`src/rtl/mc_pkg.sv`:
```
// Shared encodings for the multi-cycle MIPS controller: state codes,
// instruction field values, ALU operation codes and datapath mux selects.
package mc_pkg;

    // Controller states; the numeric codes are visible on the debug state port.
    typedef enum logic [3:0] {
        FETCH    = 4'd0,
        DECODE   = 4'd1,
        EXEC_R   = 4'd2,
        EXEC_I   = 4'd3,
        MEM_ADDR = 4'd4,
        MEM_RD   = 4'd5,
        MEM_WR   = 4'd6,
        WB_ALU   = 4'd7,
        WB_MEM   = 4'd8,
        BRANCH   = 4'd9,
        JUMP     = 4'd10,
        FAULT    = 4'd11
    } state_t;

    // Primary opcodes (IR[31:26])
    localparam logic [5:0] OP_RTYPE = 6'b000000;
    localparam logic [5:0] OP_J     = 6'b000010;
    localparam logic [5:0] OP_JAL   = 6'b000011;
    localparam logic [5:0] OP_BEQ   = 6'b000100;
    localparam logic [5:0] OP_BNE   = 6'b000101;
    localparam logic [5:0] OP_ADDI  = 6'b001000;
    localparam logic [5:0] OP_SLTI  = 6'b001010;
    localparam logic [5:0] OP_SLTIU = 6'b001011;
    localparam logic [5:0] OP_ANDI  = 6'b001100;
    localparam logic [5:0] OP_ORI   = 6'b001101;
    localparam logic [5:0] OP_XORI  = 6'b001110;
    localparam logic [5:0] OP_LUI   = 6'b001111;
    localparam logic [5:0] OP_LW    = 6'b100011;
    localparam logic [5:0] OP_SW    = 6'b101011;

    // Function field (IR[5:0]) values the controller cares about
    localparam logic [5:0] FN_JR = 6'b001000;

    // ALU operation codes
    localparam logic [3:0] ALU_ADD   = 4'b0000;
    localparam logic [3:0] ALU_SUB   = 4'b0001;
    localparam logic [3:0] ALU_FUNCT = 4'b0010;  // ALU decodes funct itself
    localparam logic [3:0] ALU_AND   = 4'b0011;
    localparam logic [3:0] ALU_OR    = 4'b0100;
    localparam logic [3:0] ALU_XOR   = 4'b0101;
    localparam logic [3:0] ALU_SLT   = 4'b0110;
    localparam logic [3:0] ALU_LUI   = 4'b0111;
    localparam logic [3:0] ALU_SLTU  = 4'b1000;

    // PC source select
    localparam logic [1:0] PC_SRC_ALU    = 2'b00;
    localparam logic [1:0] PC_SRC_ALUOUT = 2'b01;
    localparam logic [1:0] PC_SRC_JUMP   = 2'b10;
    localparam logic [1:0] PC_SRC_RS     = 2'b11;

    // Destination register select
    localparam logic [1:0] REG_DST_RT = 2'b00;
    localparam logic [1:0] REG_DST_RD = 2'b01;
    localparam logic [1:0] REG_DST_RA = 2'b10;

    // Writeback source select
    localparam logic [2:0] M2R_ALUOUT = 3'b000;
    localparam logic [2:0] M2R_MDR    = 3'b001;
    localparam logic [2:0] M2R_PC     = 3'b010;

    // ALU B operand select
    localparam logic [1:0] SRCB_RT      = 2'b00;
    localparam logic [1:0] SRCB_FOUR    = 2'b01;
    localparam logic [1:0] SRCB_IMM     = 2'b10;
    localparam logic [1:0] SRCB_IMM_SH2 = 2'b11;

    // Instruction class dispatch out of DECODE; unknown opcodes trap.
    function automatic state_t decode_next(input logic [5:0] op, input logic [5:0] fn);
        state_t nxt;
        case (op)
            OP_RTYPE:          nxt = (fn == FN_JR) ? JUMP : EXEC_R;
            OP_LW, OP_SW:      nxt = MEM_ADDR;
            OP_BEQ, OP_BNE:    nxt = BRANCH;
            OP_ADDI, OP_ANDI, OP_ORI, OP_XORI,
            OP_SLTI, OP_SLTIU, OP_LUI:
                               nxt = EXEC_I;
            OP_J, OP_JAL:      nxt = JUMP;
            default:           nxt = FAULT;
        endcase
        return nxt;
    endfunction

    // ALU operation for immediate-form arithmetic/logic instructions.
    function automatic logic [3:0] exec_i_alu_op(input logic [5:0] op);
        logic [3:0] aop;
        case (op)
            OP_ANDI:  aop = ALU_AND;
            OP_ORI:   aop = ALU_OR;
            OP_XORI:  aop = ALU_XOR;
            OP_SLTI:  aop = ALU_SLT;
            OP_LUI:   aop = ALU_LUI;
            OP_SLTIU: aop = ALU_SLTU;
            default:  aop = ALU_ADD;
        endcase
        return aop;
    endfunction

    // Logical immediates are zero-extended; everything else sign-extends.
    function automatic logic uses_zero_ext(input logic [5:0] op);
        return (op == OP_ANDI) || (op == OP_ORI) || (op == OP_XORI);
    endfunction

endpackage

```
`src/rtl/mc_wait_timer.sv`:
```
// Consecutive-wait counter for memory handshakes. Flags expiry in the wait
// cycle that would bring the count up to WAIT_LIMIT, so the FSM can trap on
// the following edge; a ready in that same cycle clears instead of expiring.
module mc_wait_timer
    import mc_pkg::*;
#(
    parameter int WAIT_LIMIT = 15
) (
    input  logic clk,
    input  logic reset,
    input  logic clear,
    input  logic inc,
    output logic expired
);

    localparam int CNT_W = $clog2(WAIT_LIMIT + 1);
    localparam logic [CNT_W-1:0] LIMIT      = CNT_W'(WAIT_LIMIT);
    localparam logic [CNT_W-1:0] LIMIT_LAST = CNT_W'(WAIT_LIMIT - 1);

    logic [CNT_W-1:0] cnt;

    // Count consecutive wait cycles; saturate so the value never wraps.
    always_ff @(posedge clk or posedge reset) begin
        if (reset) begin
            cnt <= '0;
        end else if (clear) begin
            cnt <= '0;
        end else if (inc && (cnt != LIMIT)) begin
            cnt <= cnt + CNT_W'(1);
        end
    end

    assign expired = inc && !clear && (cnt == LIMIT_LAST);

endmodule

```
`src/rtl/multicycle_control.sv`:
```
// Multi-cycle sequencing controller for the shared-memory, shared-ALU MIPS
// datapath. Outputs are decoded from the state register; only the FETCH
// load enables and the SW completion pulse also look at mem_ready.
//
//   state     | meaning
//   ----------+-----------------------------------------------------------
//   FETCH     | read instruction at PC, PC+4 into PC when memory is ready
//   DECODE    | dispatch on opcode, precompute branch target into ALUOut
//   EXEC_R    | rs op rt for R-type
//   EXEC_I    | rs op imm for immediate ALU instructions
//   MEM_ADDR  | rs + imm effective address for LW/SW
//   MEM_RD    | data read at ALUOut, wait for ready
//   MEM_WR    | data write at ALUOut, wait for ready, instruction ends
//   WB_ALU    | ALUOut into rd (R-type) or rt (immediate)
//   WB_MEM    | MDR into rt
//   BRANCH    | compare rs/rt, load branch target if taken
//   JUMP      | J/JAL/JR PC load, JAL also links PC+4 into $31
//   FAULT     | trap on illegal opcode or memory timeout, left only by reset
module multicycle_control
    import mc_pkg::*;
#(
    parameter int WAIT_LIMIT = 15
) (
    input  logic       clk,
    input  logic       reset,
    input  logic [5:0] opcode,
    input  logic [5:0] funct,
    input  logic       zero,
    input  logic       mem_ready,
    output logic [3:0] state,
    output logic       pc_write,
    output logic [1:0] pc_src,
    output logic       ir_write,
    output logic       iord,
    output logic       mem_read,
    output logic       mem_write,
    output logic       reg_write,
    output logic [1:0] reg_dst,
    output logic [2:0] mem_to_reg,
    output logic       alu_src_a,
    output logic [1:0] alu_src_b,
    output logic [3:0] alu_op,
    output logic       imm_src,
    output logic       instr_done,
    output logic       fault
);

    state_t state_q;
    logic   in_wait;
    logic   wait_clear;
    logic   wait_inc;
    logic   wait_expired;

    // Only the three memory-handshake states accumulate wait cycles; every
    // other state (and any ready cycle) holds the counter at zero, which also
    // guarantees it starts from zero on entry to a wait state.
    assign in_wait    = (state_q == FETCH) || (state_q == MEM_RD) || (state_q == MEM_WR);
    assign wait_inc   = in_wait && !mem_ready;
    assign wait_clear = !in_wait || mem_ready;

    mc_wait_timer #(
        .WAIT_LIMIT (WAIT_LIMIT)
    ) u_wait_timer (
        .clk     (clk),
        .reset   (reset),
        .clear   (wait_clear),
        .inc     (wait_inc),
        .expired (wait_expired)
    );

    // State sequencing; memory states advance on ready, trap on timeout.
    always_ff @(posedge clk or posedge reset) begin
        if (reset) begin
            state_q <= FETCH;
        end else begin
            case (state_q)
                FETCH: begin
                    if (mem_ready)         state_q <= DECODE;
                    else if (wait_expired) state_q <= FAULT;
                end
                DECODE:   state_q <= decode_next(opcode, funct);
                EXEC_R:   state_q <= WB_ALU;
                EXEC_I:   state_q <= WB_ALU;
                MEM_ADDR: state_q <= (opcode == OP_SW) ? MEM_WR : MEM_RD;
                MEM_RD: begin
                    if (mem_ready)         state_q <= WB_MEM;
                    else if (wait_expired) state_q <= FAULT;
                end
                MEM_WR: begin
                    if (mem_ready)         state_q <= FETCH;
                    else if (wait_expired) state_q <= FAULT;
                end
                WB_ALU:   state_q <= FETCH;
                WB_MEM:   state_q <= FETCH;
                BRANCH:   state_q <= FETCH;
                JUMP:     state_q <= FETCH;
                FAULT:    state_q <= FAULT;
                default:  state_q <= FAULT;
            endcase
        end
    end

    assign state = state_q;

    // Control decode per state; reset forces every strobe and select low at once.
    always_comb begin
        pc_write   = 1'b0;
        pc_src     = PC_SRC_ALU;
        ir_write   = 1'b0;
        iord       = 1'b0;
        mem_read   = 1'b0;
        mem_write  = 1'b0;
        reg_write  = 1'b0;
        reg_dst    = REG_DST_RT;
        mem_to_reg = M2R_ALUOUT;
        alu_src_a  = 1'b0;
        alu_src_b  = SRCB_RT;
        alu_op     = ALU_ADD;
        imm_src    = 1'b0;
        instr_done = 1'b0;
        fault      = 1'b0;
        if (!reset) begin
            case (state_q)
                FETCH: begin
                    mem_read  = 1'b1;
                    alu_src_b = SRCB_FOUR;
                    alu_op    = ALU_ADD;
                    if (mem_ready) begin
                        ir_write = 1'b1;
                        pc_write = 1'b1;
                        pc_src   = PC_SRC_ALU;
                    end
                end
                DECODE: begin
                    alu_src_b = SRCB_IMM_SH2;
                    alu_op    = ALU_ADD;
                end
                EXEC_R: begin
                    alu_src_a = 1'b1;
                    alu_src_b = SRCB_RT;
                    alu_op    = ALU_FUNCT;
                end
                EXEC_I: begin
                    alu_src_a = 1'b1;
                    alu_src_b = SRCB_IMM;
                    alu_op    = exec_i_alu_op(opcode);
                    imm_src   = uses_zero_ext(opcode);
                end
                MEM_ADDR: begin
                    alu_src_a = 1'b1;
                    alu_src_b = SRCB_IMM;
                    alu_op    = ALU_ADD;
                end
                MEM_RD: begin
                    iord     = 1'b1;
                    mem_read = 1'b1;
                end
                MEM_WR: begin
                    iord       = 1'b1;
                    mem_write  = 1'b1;
                    instr_done = mem_ready;
                end
                WB_ALU: begin
                    reg_write  = 1'b1;
                    mem_to_reg = M2R_ALUOUT;
                    reg_dst    = (opcode == OP_RTYPE) ? REG_DST_RD : REG_DST_RT;
                    instr_done = 1'b1;
                end
                WB_MEM: begin
                    reg_write  = 1'b1;
                    mem_to_reg = M2R_MDR;
                    reg_dst    = REG_DST_RT;
                    instr_done = 1'b1;
                end
                BRANCH: begin
                    alu_src_a  = 1'b1;
                    alu_src_b  = SRCB_RT;
                    alu_op     = ALU_SUB;
                    pc_src     = PC_SRC_ALUOUT;
                    pc_write   = ((opcode == OP_BEQ) && zero) || ((opcode == OP_BNE) && !zero);
                    instr_done = 1'b1;
                end
                JUMP: begin
                    pc_write   = 1'b1;
                    instr_done = 1'b1;
                    // Only JR reaches JUMP with an R-type opcode.
                    pc_src     = (opcode == OP_RTYPE) ? PC_SRC_RS : PC_SRC_JUMP;
                    if (opcode == OP_JAL) begin
                        // PC still holds PC+4 here, which is the link value.
                        reg_write  = 1'b1;
                        reg_dst    = REG_DST_RA;
                        mem_to_reg = M2R_PC;
                    end
                end
                FAULT: begin
                    fault = 1'b1;
                end
                default: begin
                    fault = 1'b1;
                end
            endcase
        end
    end

endmodule

```
`config.mk`:
```
export PLATFORM = sky130hd
export DESIGN_NAME = multicycle_control
export DESIGN_NICKNAME = d
export VERILOG_FILES = /design/src/rtl/mc_pkg.sv /design/src/rtl/mc_wait_timer.sv /design/src/rtl/multicycle_control.sv
export SDC_FILE = /design/constraint.sdc
export NUM_CORES = 1
export LEC_CHECK = 0
export CAP_MARGIN = 20
export CELL_PAD_IN_SITES_DETAIL_PLACEMENT = 0
export CELL_PAD_IN_SITES_GLOBAL_PLACEMENT = 1
export CORE_MARGIN = 3
export CORE_UTILIZATION = 29
export CTS_CLUSTER_DIAMETER = 80
export DETAILED_ROUTE_END_ITERATION = 10
export GPL_ROUTABILITY_DRIVEN = 0
export PLACE_DENSITY = 0.78
export SYNTH_ARGS = -nofsm -noshare
export SYNTH_HDL_FRONTEND = slang
export SYNTH_HIERARCHICAL = 1
export SYNTH_SLANG_ARGS = --single-unit
```
`constraint.sdc`:
```
create_clock -name clk -period 2.95 [get_ports clk]
set_input_delay 0.295 -clock clk [delete_from_list [all_inputs] [get_ports clk]]
set_output_delay 0.295 -clock clk [all_outputs]
set_load 0.005 [all_outputs]
```
Word-level counts from Yosys, hierarchy flattened. Index checks and enable logic that the tools add are counted.

Flip-flop bits (word level): 8. Output and inout port bits: 27. Word-level logic and storage cells: 107.

Multiplexer cells: 47. Equal/unequal tests: 26. $add $sub $neg: 1. Reductions and logical operators: 31.

Operator list (count): 6-bit by 4-bit == test with 1-bit output, second input constant (8); 4-bit two-way mux (8); 4-bit one-hot mux with 7 select lines (1); 4-bit one-hot mux with 6 select lines (1); 1-bit two-way mux (21); 4-bit one-hot mux with 5 select lines (1); 4-bit by 3-bit == test with 1-bit output, second input constant (4); 4-bit == test, second input constant (4); 2-bit OR reduction (8); 2-bit two-way mux (7); 6-bit by 2-bit == test with 1-bit output, second input constant (2); 6-bit by 3-bit == test with 1-bit output, second input constant (2); 6-bit == test, second input constant (2); 2-bit one-hot mux with 2 select lines (3); 4-bit one-hot mux with 3 select lines (1); 11-bit OR reduction (1); 4-bit by 2-bit == test with 1-bit output, second input constant (2); 4-bit OR reduction (2); 7-bit OR reduction (1); 1-bit logical AND (6); 6-bit logical NOT (1); 1-bit logical OR (6); 2-bit one-hot mux with 3 select lines (1); 4-bit by 1-bit adder with 4-bit output, second input constant (1); other kinds (7) (11).

Logic depth before layout (Yosys ltp).
Depth in word-level cells: 11. Depth in mapped cells: 12. Gate-level depth less buffers: 10.

Hierarchy. The synthesis kept the hierarchy.

By module, submodules not included: multicycle_control (times used 1, sequential area each 100.1 um^2, area each 842.1 um^2, cells each 135); mc_wait_timer (times used 1, sequential area each 100.1 um^2, area each 242.7 um^2, cells each 25).

Least setup slack after synthesis. No wires, ideal clock.

Path type: reg2reg. Start: register state_q[1], in the netlist state[1]. End: register state_q[0], in the netlist state[0]. Stages on the path, launching flop included: 10. Buffers on the path: 2. Clock period less this slack: 2.320 ns. Arrival: 2.250 ns. Required time: 2.880 ns. Setup slack: 0.630 ns. Cell sequence: dfrtp_1 clkbuf_1 clkbuf_1 a21oi_1 or3_1 nor3_1 nor2b_1 o21ai_0 a31o_2 nand4_1.

Cells in the longest elaborated chain, start to end: 11. Elaborated cells on any way between the ends: 26.

Ends and longest elaborated chain: start: declaration (RTL line multicycle_control.sv:48) `state_t state_q;`; start signal: assignment (RTL line multicycle_control.sv:81) `DECODE: state_q <= decode_next(opcode, funct);`; start signal: assignment (RTL line multicycle_control.sv:84) `MEM_ADDR: state_q <= (opcode == OP_SW) ? MEM_WR : MEM_RD;`; 4-bit by 3-bit == test with 1-bit output or 4-bit logical NOT (tied branches) (RTL line multicycle_control.sv:57) `assign in_wait = (state_q == FETCH) || (state_q == MEM_RD) || (state_q == MEM_WR);`; 1-bit logical OR (RTL line multicycle_control.sv:57); 1-bit logical OR * (RTL line multicycle_control.sv:57); 1-bit logical NOT * (RTL line multicycle_control.sv:59) `assign wait_clear = !in_wait || mem_ready;`; 1-bit logical OR * (RTL line multicycle_control.sv:59); net wait_clear (RTL line multicycle_control.sv:50) `logic wait_clear;`; 1-bit logical NOT * (RTL line mc_wait_timer.sv:33) `assign expired = inc && !clear && (cnt == LIMIT_LAST);`; 1-bit logical AND * (2 in series) (RTL line mc_wait_timer.sv:33); net wait_expired (RTL line multicycle_control.sv:52) `logic wait_expired;`; 4-bit two-way mux *; 4-bit two-way mux, on equally long branches; 4-bit one-hot mux with 7 select lines * (RTL line multicycle_control.sv:76) `case (state_q)`.

Mark *: on every way through the listed nets, which the timed path passes. The rest lies on a longest branch. A chain may end at the register's enable or synchronous reset.

Final worst setup path.
Start: input opcode[4]. End: output pc_src[0].

Cells in the longest elaborated chain, start to end: 4.

Ends and longest elaborated chain: start: declaration (RTL line multicycle_control.sv:26) `input logic [5:0] opcode,`; 6-bit logical NOT (RTL line multicycle_control.sv:187) `pc_src = (opcode == OP_RTYPE) ? PC_SRC_RS : PC_SRC_JUMP;`; 1-bit two-way mux (RTL line multicycle_control.sv:187); 2-bit one-hot mux with 2 select lines (RTL line multicycle_control.sv:123) `case (state_q)`; 2-bit two-way mux (RTL line multicycle_control.sv:122) `if (!reset) begin`; end: declaration (RTL line multicycle_control.sv:32) `output logic [1:0] pc_src,`.

No other way between the ends.

==> flow_metrics.env <==
export IMPL_multi_input_area_um2=789.5
export IMPL_synth_seq_cells=8
export IMPL_fillers=373
export IMPL_syn_avg_cell_area_um2=6.780
export IMPL_ctsResizeCount=0
export IMPL_status="finished clean"
export IMPL_dr_pass1_iters=4
export IMPL_final_common_cell="clkdlybuf4s50_1"
export IMPL_startpoint_type="input port"
export IMPL_syn_inst=160
export IMPL_cpPeakStageDelay_ns=0.55
export IMPL_clock_skew_ns=0.001261
export IMPL_seqCellArea_um2=200.2
export IMPL_detail_route_wl_per_cell_um=14.56
export IMPL_die_y_um=67.16
export IMPL_syn_to_final_growth_pct=48.56
export IMPL_grt_pass1_vias=1185
export IMPL_crit_buf_inv=2
export IMPL_postRouteWirelength_um=3581
export IMPL_dp_cells=243
export IMPL_grt_max_degree=21
export IMPL_final_setup_tns_ns=0
export IMPL_cts_tree="built"
export IMPL_grt_pass1_wl_um=5816
export IMPL_clkLatencyLatePin_ns=0.23
export IMPL_die_area_um2=4510
export IMPL_synth_edf_count=0
export IMPL_fin_util_pct=46.46
export IMPL_finalHoldViolCount=0
export IMPL_cts_setup_buffers=0
export IMPL_drive_gt1_share_pct=11.50
export IMPL_finalCritPeriodShare_pct=96.29
export IMPL_routed_via_density=5.305
export IMPL_startpoint="opcode[4]"
export IMPL_worst_pin_slew_ns=0.5951
export IMPL_synth_nets=178
export IMPL_yosysWarningCount=6
export IMPL_synth_distinct_cells=49
export IMPL_critPathTopFamily="simple AND/OR/NAND/NOR gates"
export IMPL_num_rows=21
export IMPL_fin_crit_ns=2.841
export IMPL_final_cell_count_no_fill=246
export IMPL_rsz0062_at_grt="no"
export IMPL_drt_drc_violations_left=0
export IMPL_rrSetupSlack_ns=0.43
export IMPL_cts_made_buffers=3
export IMPL_vias=1305
export IMPL_path_cells="clkdlybuf4s50_1 -> or4_4 -> or3_1 -> or2_1 -> a21oi_2 -> clkdlybuf4s50_1"
export IMPL_irDropWorstVdd_uv=84.30
export IMPL_critPathKind="in2out"
export IMPL_ctsRootBufferMaster="clkbuf_8"
export IMPL_totalPowerFinal_mw=0.3081
export IMPL_cts_hold_buf=0
export IMPL_ioPinCount=43
export IMPL_num_antenna_cells=0
export IMPL_max_freq_mhz=352.1
export IMPL_fp_dieW_um=67.16
export IMPL_timing_final_max_slew_violations=0
export IMPL_h_tree_depth=1
export IMPL_setup_viol=0
export IMPL_clk_pin_slew_ns=0.04
export IMPL_antenna_left=0
export IMPL_ys_flop_type="dfrtp_1"
export IMPL_async_flop_share_pct=100.0
export IMPL_drt_iter0_drc=48
export IMPL_initial_utilization_pct=31.28
export IMPL_gr_total_overflow=0
export IMPL_core_um2=3468
export IMPL_crit_top_cell="clkdlybuf4s50_1"
export IMPL_cp_end_kind="output pin"
export IMPL_cap_violations=0
export IMPL_track_usage_pct=16.52
export IMPL_antenna_found_initial=0
export IMPL_fin_nets=220
export IMPL_clockBufferDepth=2
export IMPL_crit_slowest_cell="or4_4"
export IMPL_hold_path_class="in2async"
export IMPL_critical_path_required_ns=2.65
export IMPL_cp_arrival_ns=2.55
export IMPL_syn_cell_area_um2=1085
export IMPL_r2r_start="state[0]"
export IMPL_final_cell_mix="41 x clkdlybuf4s50_1, 15 x nor2_1, 14 x nand2_1"
export IMPL_worstPathMaxFanout=5
export IMPL_seq_area_frac_synth_pct=18.45
export IMPL_hpwl_um=2806
export IMPL_power_leakage_nw=0.5775
export IMPL_cts_sinks=8
export IMPL_powerDensity_nw_per_um2=191.2
export IMPL_io_buffers=41
export IMPL_slew_headroom_pct=59.96
[cells in the mapped netlist, types with 3 or more instances]
cell type	n	area [µm²]
a211oi_1	3	22.52
a21oi_1	13	65.06
clkbuf_1	12	45.04
dfrtp_1	8	200.2
inv_1	8	30.03
nand2_1	14	52.55
nand2b_1	3	18.77
nor2_1	15	56.30
nor2b_1	7	43.79
nor3_1	12	60.06
nor3b_1	5	37.54
nor4_1	6	37.54
o21ai_0	5	25.02
or2_2	3	18.77
or3_1	3	18.77
[cell families (layout without fill, tap and decap cells)]
kind of cell             after synthesis  count (layout)  share of synthesized area, %
AND/OR/NAND/NOR                       82              82                         41.52
multiplexers                           1               1                        0.9228
buffers and inverters                 23              63                         8.765
other                                  1               1                        0.3457
flip-flops                             8               8                         18.45
XOR/XNOR                               3               3                         2.423
adder cells (fa/ha/maj)                2               2                         2.306
AO/OA/AOI/OAI                         40              40                         25.26
[state kept, by name, indices dropped and copies added, names as in the netlist]
| register | cells |
|---|---|
| u_wait_timer/cnt | 4 |
| state | 4 |
[per-layer routing]
metal,share of wire (%),up-vias,global-route usage (%)
met3,4.7,5,3.161
li1,-,661,-
met1,48,600,23.61
met2,46,39,25.52
met4,0.95,0,3.797
met5,0,-,0
[metrics by stage]
| step | setup slack, ns | instance area (µm²) | hold WS [ns] |
|---|---|---|---|
| after floorplan | 0.6298 | 1085 | 0.06108 |
| after global placement | 0.1546 | 1570 | 0.5882 |
| after detailed placement | 0.1068 | 1570 | 0.6165 |
| after CTS | 0.1035 | 1612 | 0.5405 |
| after global routing | 0.04766 | 1612 | 0.5694 |
| final | 0.1095 | 1612 | 0.5263 |
[cell type report]
cell class / instances / share of cell area, %
Multi-Input combinational cell: 129 / 48.99
Clock buffer: 3 / 2.562
Tap cell: 46 / 3.571
Inverter: 8 / 1.863
Sequential cell: 8 / 12.42
Timing Repair Buffer: 52 / 30.59
[path summary, 6_finish.rpt]
check,end,cells after the start
min,u_wait_timer/cnt[2],2
max in group asynchronous,state[1],3
min in group clk,u_wait_timer/cnt[3],2
max,pc_src[0],6
min reg2reg,u_wait_timer/cnt[3],2
max reg2reg,state[0],8
[where the power goes]
group / internal (mW) / leakage [nW] / switching (mW)
clock network: 0.0887 / 0.0216 / 0.0466
registers: 0.110 / 0.0961 / 0
logic: 0.0338 / 0.460 / 0.0287
Note: power is estimated with default switching activity, not from simulation.
